**config.mk**
```make
export PLATFORM = sky130hd
export DESIGN_NAME = load_aligner
export DESIGN_NICKNAME = d
export VERILOG_FILES = /design/src/rtl/lsu_pkg.sv /design/src/rtl/load_extender.sv /design/src/rtl/load_aligner.sv
export SDC_FILE = /design/constraint.sdc
export NUM_CORES = 1
export LEC_CHECK = 0
export CAP_MARGIN = 20
export CELL_PAD_IN_SITES_DETAIL_PLACEMENT = 0
export CELL_PAD_IN_SITES_GLOBAL_PLACEMENT = 1
export CORE_MARGIN = 5
export CORE_UTILIZATION = 30
export CTS_CLUSTER_DIAMETER = 200
export DETAILED_ROUTE_END_ITERATION = 8
export PLACE_DENSITY_LB_ADDON = 0.25
export SETUP_SLACK_MARGIN = 0.05
export SYNTH_ARGS = -nofsm -noshare
export SYNTH_HDL_FRONTEND = slang
export SYNTH_SLANG_ARGS = --single-unit
```
**constraint.sdc**
```tcl
create_clock -name clk -period 2 [get_ports clk]
set_input_delay 0.3 -clock clk [delete_from_list [all_inputs] [get_ports clk]]
set_output_delay 0.3 -clock clk [all_outputs]
set_load 0.05 [all_outputs]
```
**src/rtl/lsu_pkg.sv**
```systemverilog
// Shared LSU types: FSM states, access-size encoding and byte-enable lookup for the load aligner.
// The two-beat path is only used when LOAD_ALIGNER_MISALIGNED_EN is defined.
package lsu_pkg;

    typedef enum logic [2:0] {
        IDLE    = 3'd0,
        REQ_LO  = 3'd1,
        WAIT_LO = 3'd2,
        REQ_HI  = 3'd3,
        WAIT_HI = 3'd4
    } state_t;

    typedef enum logic [1:0] {
        SZ_WORD = 2'd0,
        SZ_HALF = 2'd1,
        SZ_BYTE = 2'd2
    } size_t;

    // {lb,lh}: 10 byte, 01 half, 00/11 word
    function automatic size_t decode_size(input logic lb, input logic lh);
        case ({lb, lh})
            2'b10:   return SZ_BYTE;
            2'b01:   return SZ_HALF;
            default: return SZ_WORD;
        endcase
    endfunction

    function automatic logic is_misaligned(input size_t sz, input logic [1:0] off);
        case (sz)
            SZ_WORD: return off != 2'd0;
            SZ_HALF: return off == 2'd3;
            default: return 1'b0;
        endcase
    endfunction

    function automatic logic [3:0] be_lo(input size_t sz, input logic [1:0] off);
        case (sz)
            SZ_WORD: return 4'b1111 << off;
            SZ_HALF: return (off == 2'd3) ? 4'b1000 : (4'b0011 << off);
            default: return 4'b0001 << off;
        endcase
    endfunction

    // Bytes that spill into the next word for a misaligned access
    function automatic logic [3:0] be_hi(input size_t sz, input logic [1:0] off);
        logic [3:0] be;
        be = 4'b0000;
        case (sz)
            SZ_WORD: begin
                case (off)
                    2'd1:    be = 4'b0001;
                    2'd2:    be = 4'b0011;
                    2'd3:    be = 4'b0111;
                    default: be = 4'b0000;
                endcase
            end
            SZ_HALF: be = (off == 2'd3) ? 4'b0001 : 4'b0000;
            default: be = 4'b0000;
        endcase
        return be;
    endfunction

endpackage

```
**src/rtl/load_extender.sv**
```systemverilog
// Combinational recombine/shift/extend of one or two bus words into the 32-bit load result.
// hi must be zero for single-beat accesses.
module load_extender
    import lsu_pkg::*;
(
    input  logic [31:0] lo,
    input  logic [31:0] hi,
    input  logic [1:0]  off,
    input  size_t       size,
    input  logic        lu,
    output logic [31:0] result
);

    logic [4:0]  sh;
    logic [5:0]  sh_hi;
    logic [31:0] w;

    assign sh    = {off, 3'b000};
    assign sh_hi = 6'd32 - {1'b0, sh};

    // The hi term is forced to zero at offset 0 where the shift would be a full 32
    always_comb begin
        w = lo >> sh;
        if (off != 2'd0)
            w = w | (hi << sh_hi);
    end

    always_comb begin
        result = w;
        case (size)
            SZ_BYTE: result = lu ? {24'd0, w[7:0]}  : {{24{w[7]}}, w[7:0]};
            SZ_HALF: result = lu ? {16'd0, w[15:0]} : {{16{w[15]}}, w[15:0]};
            default: result = w;
        endcase
    end

endmodule

```
**src/rtl/load_aligner.sv**
```systemverilog
// Load aligner: issues word-aligned reads, optionally splits misaligned loads into two beats.
// Define LOAD_ALIGNER_MISALIGNED_EN for two-beat misaligned loads; otherwise they error out.
module load_aligner
    import lsu_pkg::*;
#(
    parameter int ADDR_W = 32
) (
    input  logic              clk,
    input  logic              rst_n,
    input  logic              load_req_i,
    input  logic              lb_i,
    input  logic              lh_i,
    input  logic              lu_i,
    input  logic [ADDR_W-1:0] addr_i,
    output logic              data_req_o,
    output logic [ADDR_W-1:0] data_addr_o,
    output logic [3:0]        data_be_o,
    input  logic              data_gnt_i,
    input  logic              data_rvalid_i,
    input  logic [31:0]       data_rdata_i,
    output logic              busy_o,
    output logic              load_valid_o,
    output logic [31:0]       load_data_o,
    output logic              load_err_o
);

    state_t            state_q, state_d;
    logic [ADDR_W-1:0] addr_q;
    size_t             size_q;
    logic              lu_q;
    logic [ADDR_W-1:0] addr_lo;
    logic [1:0]        off_q;
    logic              start, done, err_pulse;
    logic [31:0]       ext_lo, ext_hi, ext_res;
    logic              load_valid_q, load_err_q;
    logic [31:0]       load_data_q;

    assign off_q   = addr_q[1:0];
    assign addr_lo = {addr_q[ADDR_W-1:2], 2'b00};
    assign busy_o  = (state_q != IDLE);

`ifdef LOAD_ALIGNER_MISALIGNED_EN
    logic        capture_lo;
    logic [31:0] lo_buf;
    logic        mis_q;

    assign mis_q = is_misaligned(size_q, off_q);
`else
    logic mis_in;

    assign mis_in = is_misaligned(decode_size(lb_i, lh_i), addr_i[1:0]);
`endif

    always_comb begin
        state_d     = state_q;
        data_req_o  = 1'b0;
        data_addr_o = '0;
        data_be_o   = 4'b0000;
        start       = 1'b0;
        done        = 1'b0;
        err_pulse   = 1'b0;
`ifdef LOAD_ALIGNER_MISALIGNED_EN
        capture_lo  = 1'b0;
`endif
        case (state_q)
            IDLE: begin
                if (load_req_i) begin
`ifdef LOAD_ALIGNER_MISALIGNED_EN
                    start   = 1'b1;
                    state_d = REQ_LO;
`else
                    if (mis_in) begin
                        err_pulse = 1'b1;
                    end else begin
                        start   = 1'b1;
                        state_d = REQ_LO;
                    end
`endif
                end
            end
            REQ_LO: begin
                data_req_o  = 1'b1;
                data_addr_o = addr_lo;
                data_be_o   = be_lo(size_q, off_q);
                if (data_gnt_i)
                    state_d = WAIT_LO;
            end
            WAIT_LO: begin
                if (data_rvalid_i) begin
`ifdef LOAD_ALIGNER_MISALIGNED_EN
                    if (mis_q) begin
                        capture_lo = 1'b1;
                        state_d    = REQ_HI;
                    end else begin
                        done    = 1'b1;
                        state_d = IDLE;
                    end
`else
                    done    = 1'b1;
                    state_d = IDLE;
`endif
                end
            end
`ifdef LOAD_ALIGNER_MISALIGNED_EN
            REQ_HI: begin
                data_req_o  = 1'b1;
                // Wraps modulo 2^ADDR_W at the top of the address space
                data_addr_o = addr_lo + {{(ADDR_W-3){1'b0}}, 3'b100};
                data_be_o   = be_hi(size_q, off_q);
                if (data_gnt_i)
                    state_d = WAIT_HI;
            end
            WAIT_HI: begin
                if (data_rvalid_i) begin
                    done    = 1'b1;
                    state_d = IDLE;
                end
            end
`endif
            default: state_d = IDLE;
        endcase
    end

`ifdef LOAD_ALIGNER_MISALIGNED_EN
    assign ext_lo = (state_q == WAIT_HI) ? lo_buf : data_rdata_i;
    assign ext_hi = (state_q == WAIT_HI) ? data_rdata_i : 32'd0;
`else
    assign ext_lo = data_rdata_i;
    assign ext_hi = 32'd0;
`endif

    load_extender u_ext (
        .lo     (ext_lo),
        .hi     (ext_hi),
        .off    (off_q),
        .size   (size_q),
        .lu     (lu_q),
        .result (ext_res)
    );

    always_ff @(posedge clk or negedge rst_n) begin
        if (!rst_n) begin
            state_q <= IDLE;
            addr_q  <= '0;
            size_q  <= SZ_WORD;
            lu_q    <= 1'b0;
        end else begin
            state_q <= state_d;
            if (start) begin
                addr_q <= addr_i;
                size_q <= decode_size(lb_i, lh_i);
                lu_q   <= lu_i;
            end
        end
    end

`ifdef LOAD_ALIGNER_MISALIGNED_EN
    always_ff @(posedge clk or negedge rst_n) begin
        if (!rst_n)
            lo_buf <= 32'd0;
        else if (capture_lo)
            lo_buf <= data_rdata_i;
    end
`endif

    always_ff @(posedge clk or negedge rst_n) begin
        if (!rst_n) begin
            load_valid_q <= 1'b0;
            load_err_q   <= 1'b0;
            load_data_q  <= 32'd0;
        end else begin
            load_valid_q <= done | err_pulse;
            load_err_q   <= err_pulse;
            if (done)
                load_data_q <= ext_res;
            else if (err_pulse)
                load_data_q <= 32'd0;
        end
    end

    assign load_valid_o = load_valid_q;
    assign load_data_o  = load_data_q;
`ifdef LOAD_ALIGNER_MISALIGNED_EN
    assign load_err_o   = 1'b0;
`else
    assign load_err_o   = load_err_q;
`endif

endmodule

```
# After elaboration in Yosys (flattened, before gate mapping)
# Index checks and enable logic that the tools add are counted.
[word_totals]
romBits = 0
latch_bits = 0
ff_bits = 72
ramBits = 0
memories = 0
in_bits = 72
[op_classes]
multipliers = 0
div = 0
shifts = 5
bitwise = 2
n_reduce_logical = 8
mux = 26
add_sub_neg = 1
order_cmp = 0
n_eq_ne = 13
[op_table]
columns = ["cell", "n"]
rows = [
  ["$mux W32", 6],
  ["$pmux W32 S2", 1],
  ["$or A32 B32 Y32", 1],
  ["$shl A1 B6 Y32 const A", 1],
  ["$shr A32 B5 Y32", 1],
  ["$mux W3", 4],
  ["$mux W1", 9],
  ["$pmux W3 S3", 1],
  ["$eq A2 B2 Y1 const B", 4],
  ["$mux W4", 2],
  ["$ne A2 B2 Y1 const B", 4],
  ["$pmux W4 S2", 1],
  ["$eq A2 B1 Y1 const B", 3],
  ["$reduce_bool A2 Y1", 3],
  ["$sub A6 B5 Y6 const A", 1],
  ["$logic_not A2 Y1", 2],
  ["$pmux W2 S2", 1],
  ["$reduce_and A4 Y1", 1],
  ["$shl A1 B2 Y4 const A", 1],
  ["$shl A2 B2 Y4 const A", 1],
  ["$shl A4 B2 Y4 const A", 1],
  ["$eq A3 B1 Y1 const B", 1],
  ["$eq A3 B2 Y1 const B", 1],
  ["$logic_not A3 Y1", 1],
  ["3 further kinds", 3],
]

# Longest topological paths before layout
# Gate-level depths: netlist of run 1.
[logic_depth]
word_depth = 9
mapped_depth = 7
mapped_depth_nobuf = 6

# By module
# A second synthesis of run 1 with hierarchy kept.
[hier_totals]
cells_unflattened = 487
hier_area_um2 = 4546.9
[modules_own_cells]
columns = ["mod", "area_each_um2", "cells_each", "seq_area_each_um2", "n_inst"]
rows = [
  ["load_aligner", 3166.8, 290, 1776.7, 1],
  ["load_extender", 1380.1, 197, 0.0, 1],
]

# Least setup slack after synthesis of run 1
# OpenSTA, ideal clock, no wires.
[synth_timing]
path_type = "reg2out"
from = "register addr_q[0]"
to = "output data_be_o[1]"
path_stages_with_launch = 5
path_buffers = 2
t_arrival_ns = 3.325
slack_ns = -1.625
path_cell_list = "dfrtp_1 buf_6 buf_2 nor3_1 a2111oi_0"
[synth_via]
elab_chain_cells = 4
elab_cells_between_ends = 7
cone_classes = "eq/ne: 1; shift: 3; mux: 3"
[synth_lines]
columns = ["item", "line_no", "source"]
rows = [
  ["from (decl)", "load_aligner.sv:28", "logic [ADDR_W-1:0] addr_q;"],
  ["from (signal assigned)", "load_aligner.sv:150", "addr_q <= addr_i;"],
  ["$shl A2 B2 Y4 or $eq A2 B2 Y1 (tied branches)", "lsu_pkg.sv:39", "SZ_HALF: return (off == 2'd3) ? 4'b1000 : (4'b0011 << off);"],
  ["$mux W4", "lsu_pkg.sv:39", ""],
  ["$pmux W4 S2 *", "lsu_pkg.sv:37", "case (sz)"],
  ["$mux W4 *", "load_aligner.sv:65", "case (state_q)"],
  ["to (decl)", "load_aligner.sv:17", "output logic [3:0] data_be_o,"],
]
# Mark *: on every way between the ends. The rest lies on a longest branch, timed or not.

# Worst setup path after layout of run 1
[layout_timing]
from = "register size_q[0]"
to = "output data_be_o[3]"
[layout_via]
elab_chain_cells = 3
elab_cells_between_ends = 4
cone_classes = "eq/ne: 1; mux: 2; reduce/logical: 1"
[layout_lines]
columns = ["item", "line_no", "source"]
rows = [
  ["from (decl)", "load_aligner.sv:29", "size_t size_q;"],
  ["from (signal assigned)", "load_aligner.sv:151", "size_q <= decode_size(lb_i, lh_i);"],
  ["$eq A2 B1 Y1 or $logic_not A2 Y1 (tied branches)", "lsu_pkg.sv:37", ""],
  ["$pmux W4 S2 *", "lsu_pkg.sv:37", ""],
  ["$mux W4 *", "load_aligner.sv:65", ""],
]
# Marks and branches as above.

==> run_results.csv, run 1 <==
group,metric,value,unit
worst_setup_path,rr_worst_depth,6,
worst_setup_path,critPathMaxStageDelay,0.42,ns
drt,wl_per_cell,17.7,um
drt,drc,0,
worst_setup_path,r2r-start,"addr_q[0]",
cells_and_area,multi_input_area,0.00198,mm2
cts,clk_latency,0.34,ns
cells_and_area,fin_area,0.00634,mm2
floorplanning,rows,40,
floorplanning,boundaryPins,144,
drt,viasPerCell,4.84,
sta,timing.final.ws_setup,0.0181,ns
cells_and_area,nets,567,
worst_setup_path,worstReg2RegEnd,"load_data_o[21]",
power,clkPwrFrac,14.5,%
sta,drv_slew,0,
run,cap_violations,0,
cts,cts_root_buffer,"clkbuf_16",
worst_setup_path,worst_ep_required_time,1.70,ns
logic_synthesis,ys_seq_area_share,47.7,%
cells_and_area,fillers,1107,
cts,clockBufferDepth,2,
sta,grt_setup_unrepaired,"yes",
sta,min_period,1.98,ns
cts,clkSinkCount,71,
status,status,"complete, no violations",
sta,finClkSkew,0.00359,ns
cells_and_area,drive_gt1_share,30.7,%
drt,ant_nets,0,
worst_setup_path,path_class,"reg -> out",
logic_synthesis,synthCells,326,
worst_setup_path,cp_slowest_cell,"dfrtp_1",
global_route,grt_max_degree,72,
global_route,grt-ovfl-total,0,
min_path,hp-class,"in -> async",
worst_setup_path,cp-end-kind,"output pin",
drt,dr_total_vias,3197,
logic_synthesis,synth.avg_cell_area,11.4,um2
place,io_buffers,141,
global_route,antenna_found_initial,0,
power,combinationalPowerShare,64.0,%
global_route,grt_pass1_wl,18100,um
cts,cts.reportedPaths.clkPinSlew,0.06,ns
power,p_int,6100,uW
power,leakagePower,0.00265,uW
worst_setup_path,crit_fanout,5,
sta,hold_viol,0,
place,placed_cell_area,0.00579,mm2
power,p_sw,4860,uW
global_route,first_global_vias,3446,
logic_synthesis,ys_warn_count,0,
cells_and_area,most-common-layout-cells,"clkdlybuf4s50_1, dfrtp_1, buf_12",
worst_setup_path,startpoint_type,"flop",
logic_synthesis,synth_area,0.00372,mm2
cells_and_area,synthToLayoutAreaGrowth,70.2,%
power,seq_power_share,21.5,%
logic_synthesis,ys_seq_elements,71,
floorplanning,die_w,121,um
drt,drt_wl_total,11700,um
floorplanning,core,0.0121,mm2
worst_setup_path,cp_num_buf_inv,2,
global_route,grt_util_all_layers,15.6,%
drt,first_pass_iters,4,
sta,slew_headroom,38.7,%
cts,cts_buffers,9,
place,dpl.hpwl,8450,um
worst_setup_path,crit_family,"flip-flops",
cells_and_area,seq_area,0.00178,mm2
sta,setup_viol,0,
floorplanning,die_h,121,um
cts,cts_hold_buffers,0,
cells_and_area,final_common_cell,"clkdlybuf4s50_1",
cts,cts_tree,"built",
worst_setup_path,r2r_setup_slack,0.13,ns
floorplanning,die_area,0.0147,mm2
worst_setup_path,path_cells,"ha_4, buf_4, mux2i_1, a211oi_2, buf_12",
sta,period_share,99.1,%
place,finalWeightedCongestion,0.758,
sta,hold_ws,0.101,ns
drt,drtIter0Drc,187,
power,swShare,44.4,%
sta,worstMarginPinSlew,0.920,ns
floorplanning,start_util,30.7,%
power,vdd_ir_drop_max,0.911,mV
cts,h-tree-depth,3,
worst_setup_path,cp.arrival,1.68,ns
power,pwr_density_cell,1730,mW/mm2
place,post-place-ws,-0.356,ns
cells_and_area,diodes,0,
sta,fmax,505,MHz
logic_synthesis,synth_cell_type_count,36,
-- synth_stat cells, drive strengths merged --
cell	count	area [um2]
a21oi	9	45.0
nand3	1	5.00
o21ai	10	50.1
nor3	2	10.0
a32o	15	150
buf	14	85.1
conb	1	3.75
a311o	1	20.0
ha	8	100
a2111oi	1	8.76
o22ai	3	32.5
or3b	2	17.5
a22o	8	70.1
nand2	19	71.3
nor2	12	47.6
a22oi	8	60.1
o2bb2ai	16	140
mux2i	25	275
clkbuf	12	45.0
or2	2	12.5
nor2b	2	12.5
dfrtp	71	1780
mux2	35	394
and2	31	194
nand2b	3	18.8
inv	11	41.3
nand3b	1	7.51
a211oi	3	27.5
-- cell families (layout without fill, tap and decap cells) --
group	count (synthesis)	count (layout)	share of synthesized area [%]
AND/OR/NAND/NOR	75	75	10.7
AO/OA/AOI/OAI	74	75	16.2
flip-flops	71	71	47.7
multiplexers	60	60	18.0
buffers and inverters	37	201	4.60
adder cells (fa/ha/maj)	8	8	2.69
other	1	2	0.101
-- area by class of cell --
class                           instances  share of cell area (%)
Timing Repair Buffer                  174                    32.1
Clock buffer                           11                    3.67
Clock inverter                          5                   0.928
Sequential cell                        71                    28.1
Multi-Input combinational cell        220                    31.3
Tap cell                              168                    3.32
Inverter                               11                   0.652
-- metrics by stage --
| step | cells | total power [uW] | util, % | setup TNS [ns] |
|---|---|---|---|---|
| after floorplan | 327 | 6420 | - | -0.267 |
| after global placement | 634 | 8850 | 47.8 | -14.40 |
| after detailed placement | 634 | 8950 | 47.8 | -17.86 |
| after CTS | 650 | 10700 | 50.7 | -0.0617 |
| after global routing | 660 | 11600 | 52.3 | -0.126 |
| final | 660 | 11000 | 52.3 | 0 |
-- per-layer routing --
| layer | up-vias | wire, um | global-route usage, % |
|---|---|---|---|
| met5 | - | 0 | 0 |
| met4 | 0 | 167 | 3.43 |
| met3 | 12 | 1270 | 7.32 |
| met2 | 136 | 5670 | 26.2 |
| met1 | 1550 | 4560 | 18.2 |
| li1 | 1499 | - | - |
-- how the worst max path moves through the flow --
stage               from            to  slack (ns)  cells past startpoint
2_1_floorplan  addr_q[0]  data_be_o[1]       -0.27                      4
3_3_place_gp        lb_i     addr_q[3]       -0.27                      8
3_5_place_dp        lb_i    addr_q[17]       -0.36                      8
4_1_cts        size_q[1]  data_be_o[1]       -0.06                      6
5_1_grt        addr_q[0]  data_be_o[1]       -0.05                      5
6_report       size_q[0]  data_be_o[3]        0.02                      5
-- flip-flops by register name (all words and copies together) (netlist names) --
| register | count |
|---|---|
| addr_q | 32 |
| load_data_o | 32 |
| load_err_o | 1 |
| load_valid_o | 1 |
| lu_q | 1 |
| size_q | 2 |
| state_q | 2 |
-- power groups by stage --
stage,sequential [uW],clock (uW),combinational [uW]
after global routing,2450,1690,7430
after floorplan,3010,0,3410
after CTS,2370,1640,6710
final,2360,1590,7020
after global placement,2350,0,6490
after detailed placement,2370,0,6580
-- timing repair --
action	CTS	global route
gates cloned	0	1
hold endpoints to repair	0	0
setup endpoints to repair	67	63
pin swaps	3	6
buffers inserted	0	9
resized for setup	17	19
No activity file was read; power rests on OpenSTA's default activity.
==> run 2, diff against run 1 <==
Settings changed: CORE_MARGIN 5 to 8.
==> run_results.csv, run 2 (synthesis gave the netlist of run 1 again) <==
group,metric,value,unit
place,dp.cells,633,
drt,first_pass_iters,4,
sta,hold_viol,0,
sta,finClkSkew,0.00536,ns
cells_and_area,nets,570,
sta,worstMarginPinSlew,0.531,ns
cells_and_area,fin_cells,663,
sta,setup_viol,0,
power,leakagePower,0.00271,uW
global_route,grt-ovfl-total,0,
drt,drc,0,
run,cap_violations,0,
sta,drv_slew,0,
worst_setup_path,cp.arrival,1.68,ns
cts,clkSinkCount,71,
global_route,first_global_vias,3427,
sta,slew_headroom,64.5,%
cts,h-tree-depth,3,
worst_setup_path,worst_ep_required_time,1.70,ns
drt,wl_per_cell,18.3,um
floorplanning,die_w,127,um
drt,drtIter0Drc,190,
worst_setup_path,path_class,"reg -> out",
sta,period_share,98.9,%
cts,cts_buffers,9,
global_route,grt_max_degree,40,
sta,hold_ws,0.461,ns
floorplanning,die_h,127,um
drt,dr_total_vias,3177,
power,vdd_ir_drop_max,0.847,mV
place,finalWeightedCongestion,0.812,
sta,fmax,506,MHz
cts,cts.reportedPaths.clkPinSlew,0.06,ns
floorplanning,boundaryPins,144,
place,io_buffers,141,
floorplanning,core,0.0121,mm2
global_route,grt_pass1_wl,18500,um
sta,grt_setup_unrepaired,"yes",
cts,cts_tree,"built",
drt,viasPerCell,4.79,
status,status,"complete, no violations",
drt,ant_nets,0,
global_route,grt_util_all_layers,14.5,%
cells_and_area,drive_gt1_share,30.1,%
cts,cts_root_buffer,"clkbuf_16",
worst_setup_path,cp-end-kind,"output pin",
cells_and_area,fillers,1074,
min_path,hp-class,"in -> async",
cells_and_area,final_common_cell,"clkdlybuf4s50_1",
floorplanning,die_area,0.0162,mm2
place,dpl.hpwl,9180,um
global_route,antenna_found_initial,0,
cells_and_area,multi_input_area,0.00190,mm2
cells_and_area,most-common-layout-cells,"clkdlybuf4s50_1, dfrtp_1, buf_12",
worst_setup_path,startpoint_type,"flop",
cells_and_area,seq_area,0.00178,mm2
cells_and_area,diodes,0,
power,pwr_density_cell,1760,mW/mm2
worst_setup_path,crit_fanout,5,
drt,drt_wl_total,12100,um
floorplanning,rows,40,
sta,min_period,1.98,ns
cells_and_area,synthToLayoutAreaGrowth,71.7,%
cts,clk_latency,0.33,ns
cts,clockBufferDepth,2,
floorplanning,start_util,30.9,%
[run 2: changes by cell type in the layout (fill, tap and decap cells not counted), moves of 2 or more]
cell and change:
buf_4 -4, buf_6 +4, ha_1 +3, bufinv_16 +2, clkbuf_1 -2, clkbuf_16 +2, ha_4 -2
[run 2: power by group]
part / internal (uW) / total [uW] / switching, uW
Combinational: 3130 / 6990 / 3860
Sequential: 2030 / 2370 / 342
Clock: 1250 / 1860 / 615
Total: 6410 / 11200 / 4810
[run 2: per-layer routing]
layer  vias up  global-route usage [%]  wire [um]
li1       1509                       -          -
met1      1543                    16.2       4780
met2       111                    23.9       5940
met3        14                    7.45       1270
met4         0                    3.85        153
met5         -                       0          0
[run 2: worst max-delay path, stage by stage (launching register included)]
cell	delay [ns]
dfrtp_1	0.40
buf_12	0.14
ha_4	0.16
a2111oi_4	0.40
clkbuf_16	0.24
[run 2: path summary, 6_finish.rpt]
kind                                startpoint               to  slack, ns  cells after the start
worst min register to register  load_data_o[9]   load_data_o[9]       0.49                      1
max in group asynchronous                rst_n        addr_q[1]       0.96                      3
worst min-delay path                     rst_n  load_data_o[23]       0.46                      2
worst max-delay path                 addr_q[0]     data_be_o[1]       0.02                      4
worst max register to register      state_q[1]       addr_q[17]       0.10                      6
min in group clk                load_data_o[9]   load_data_o[9]       0.49                      1
[run 2: area by class of cell]
cell class                      count  share of cell area (%)
Timing Repair Buffer              177                    33.2
Inverter                           11                   0.646
Clock inverter                      6                    1.68
Multi-Input combinational cell    220                    29.7
Clock buffer                       10                    3.74
Tap cell                          168                    3.29
Sequential cell                    71                    27.8
[run 2: stage by stage]
step	setup slack [ns]	util [%]	total power (uW)	instance area (um2)	TNS [ns]
after global placement	-0.287	48.1	8900	5800	-16.30
after floorplan	-0.267	-	6420	3750	-0.267
after detailed placement	-0.316	48.1	9010	5800	-18.66
after CTS	-0.0376	52.1	11100	6280	-0.0623
after global routing	-0.0385	53.0	11800	6390	-0.0475
final	0.0220	53.0	11200	6390	0
[run 2: what timing repair did]
item / 4_1_cts / 5_1_grt
setup endpoints to repair: 45 / 53
pin swaps: 5 / 5
hold buffers: 1 / 0
buffers inserted: 6 / 4
endpoints found under the hold margin: 32 / 0
cloned: 0 / 3
gates resized for setup: 14 / 14
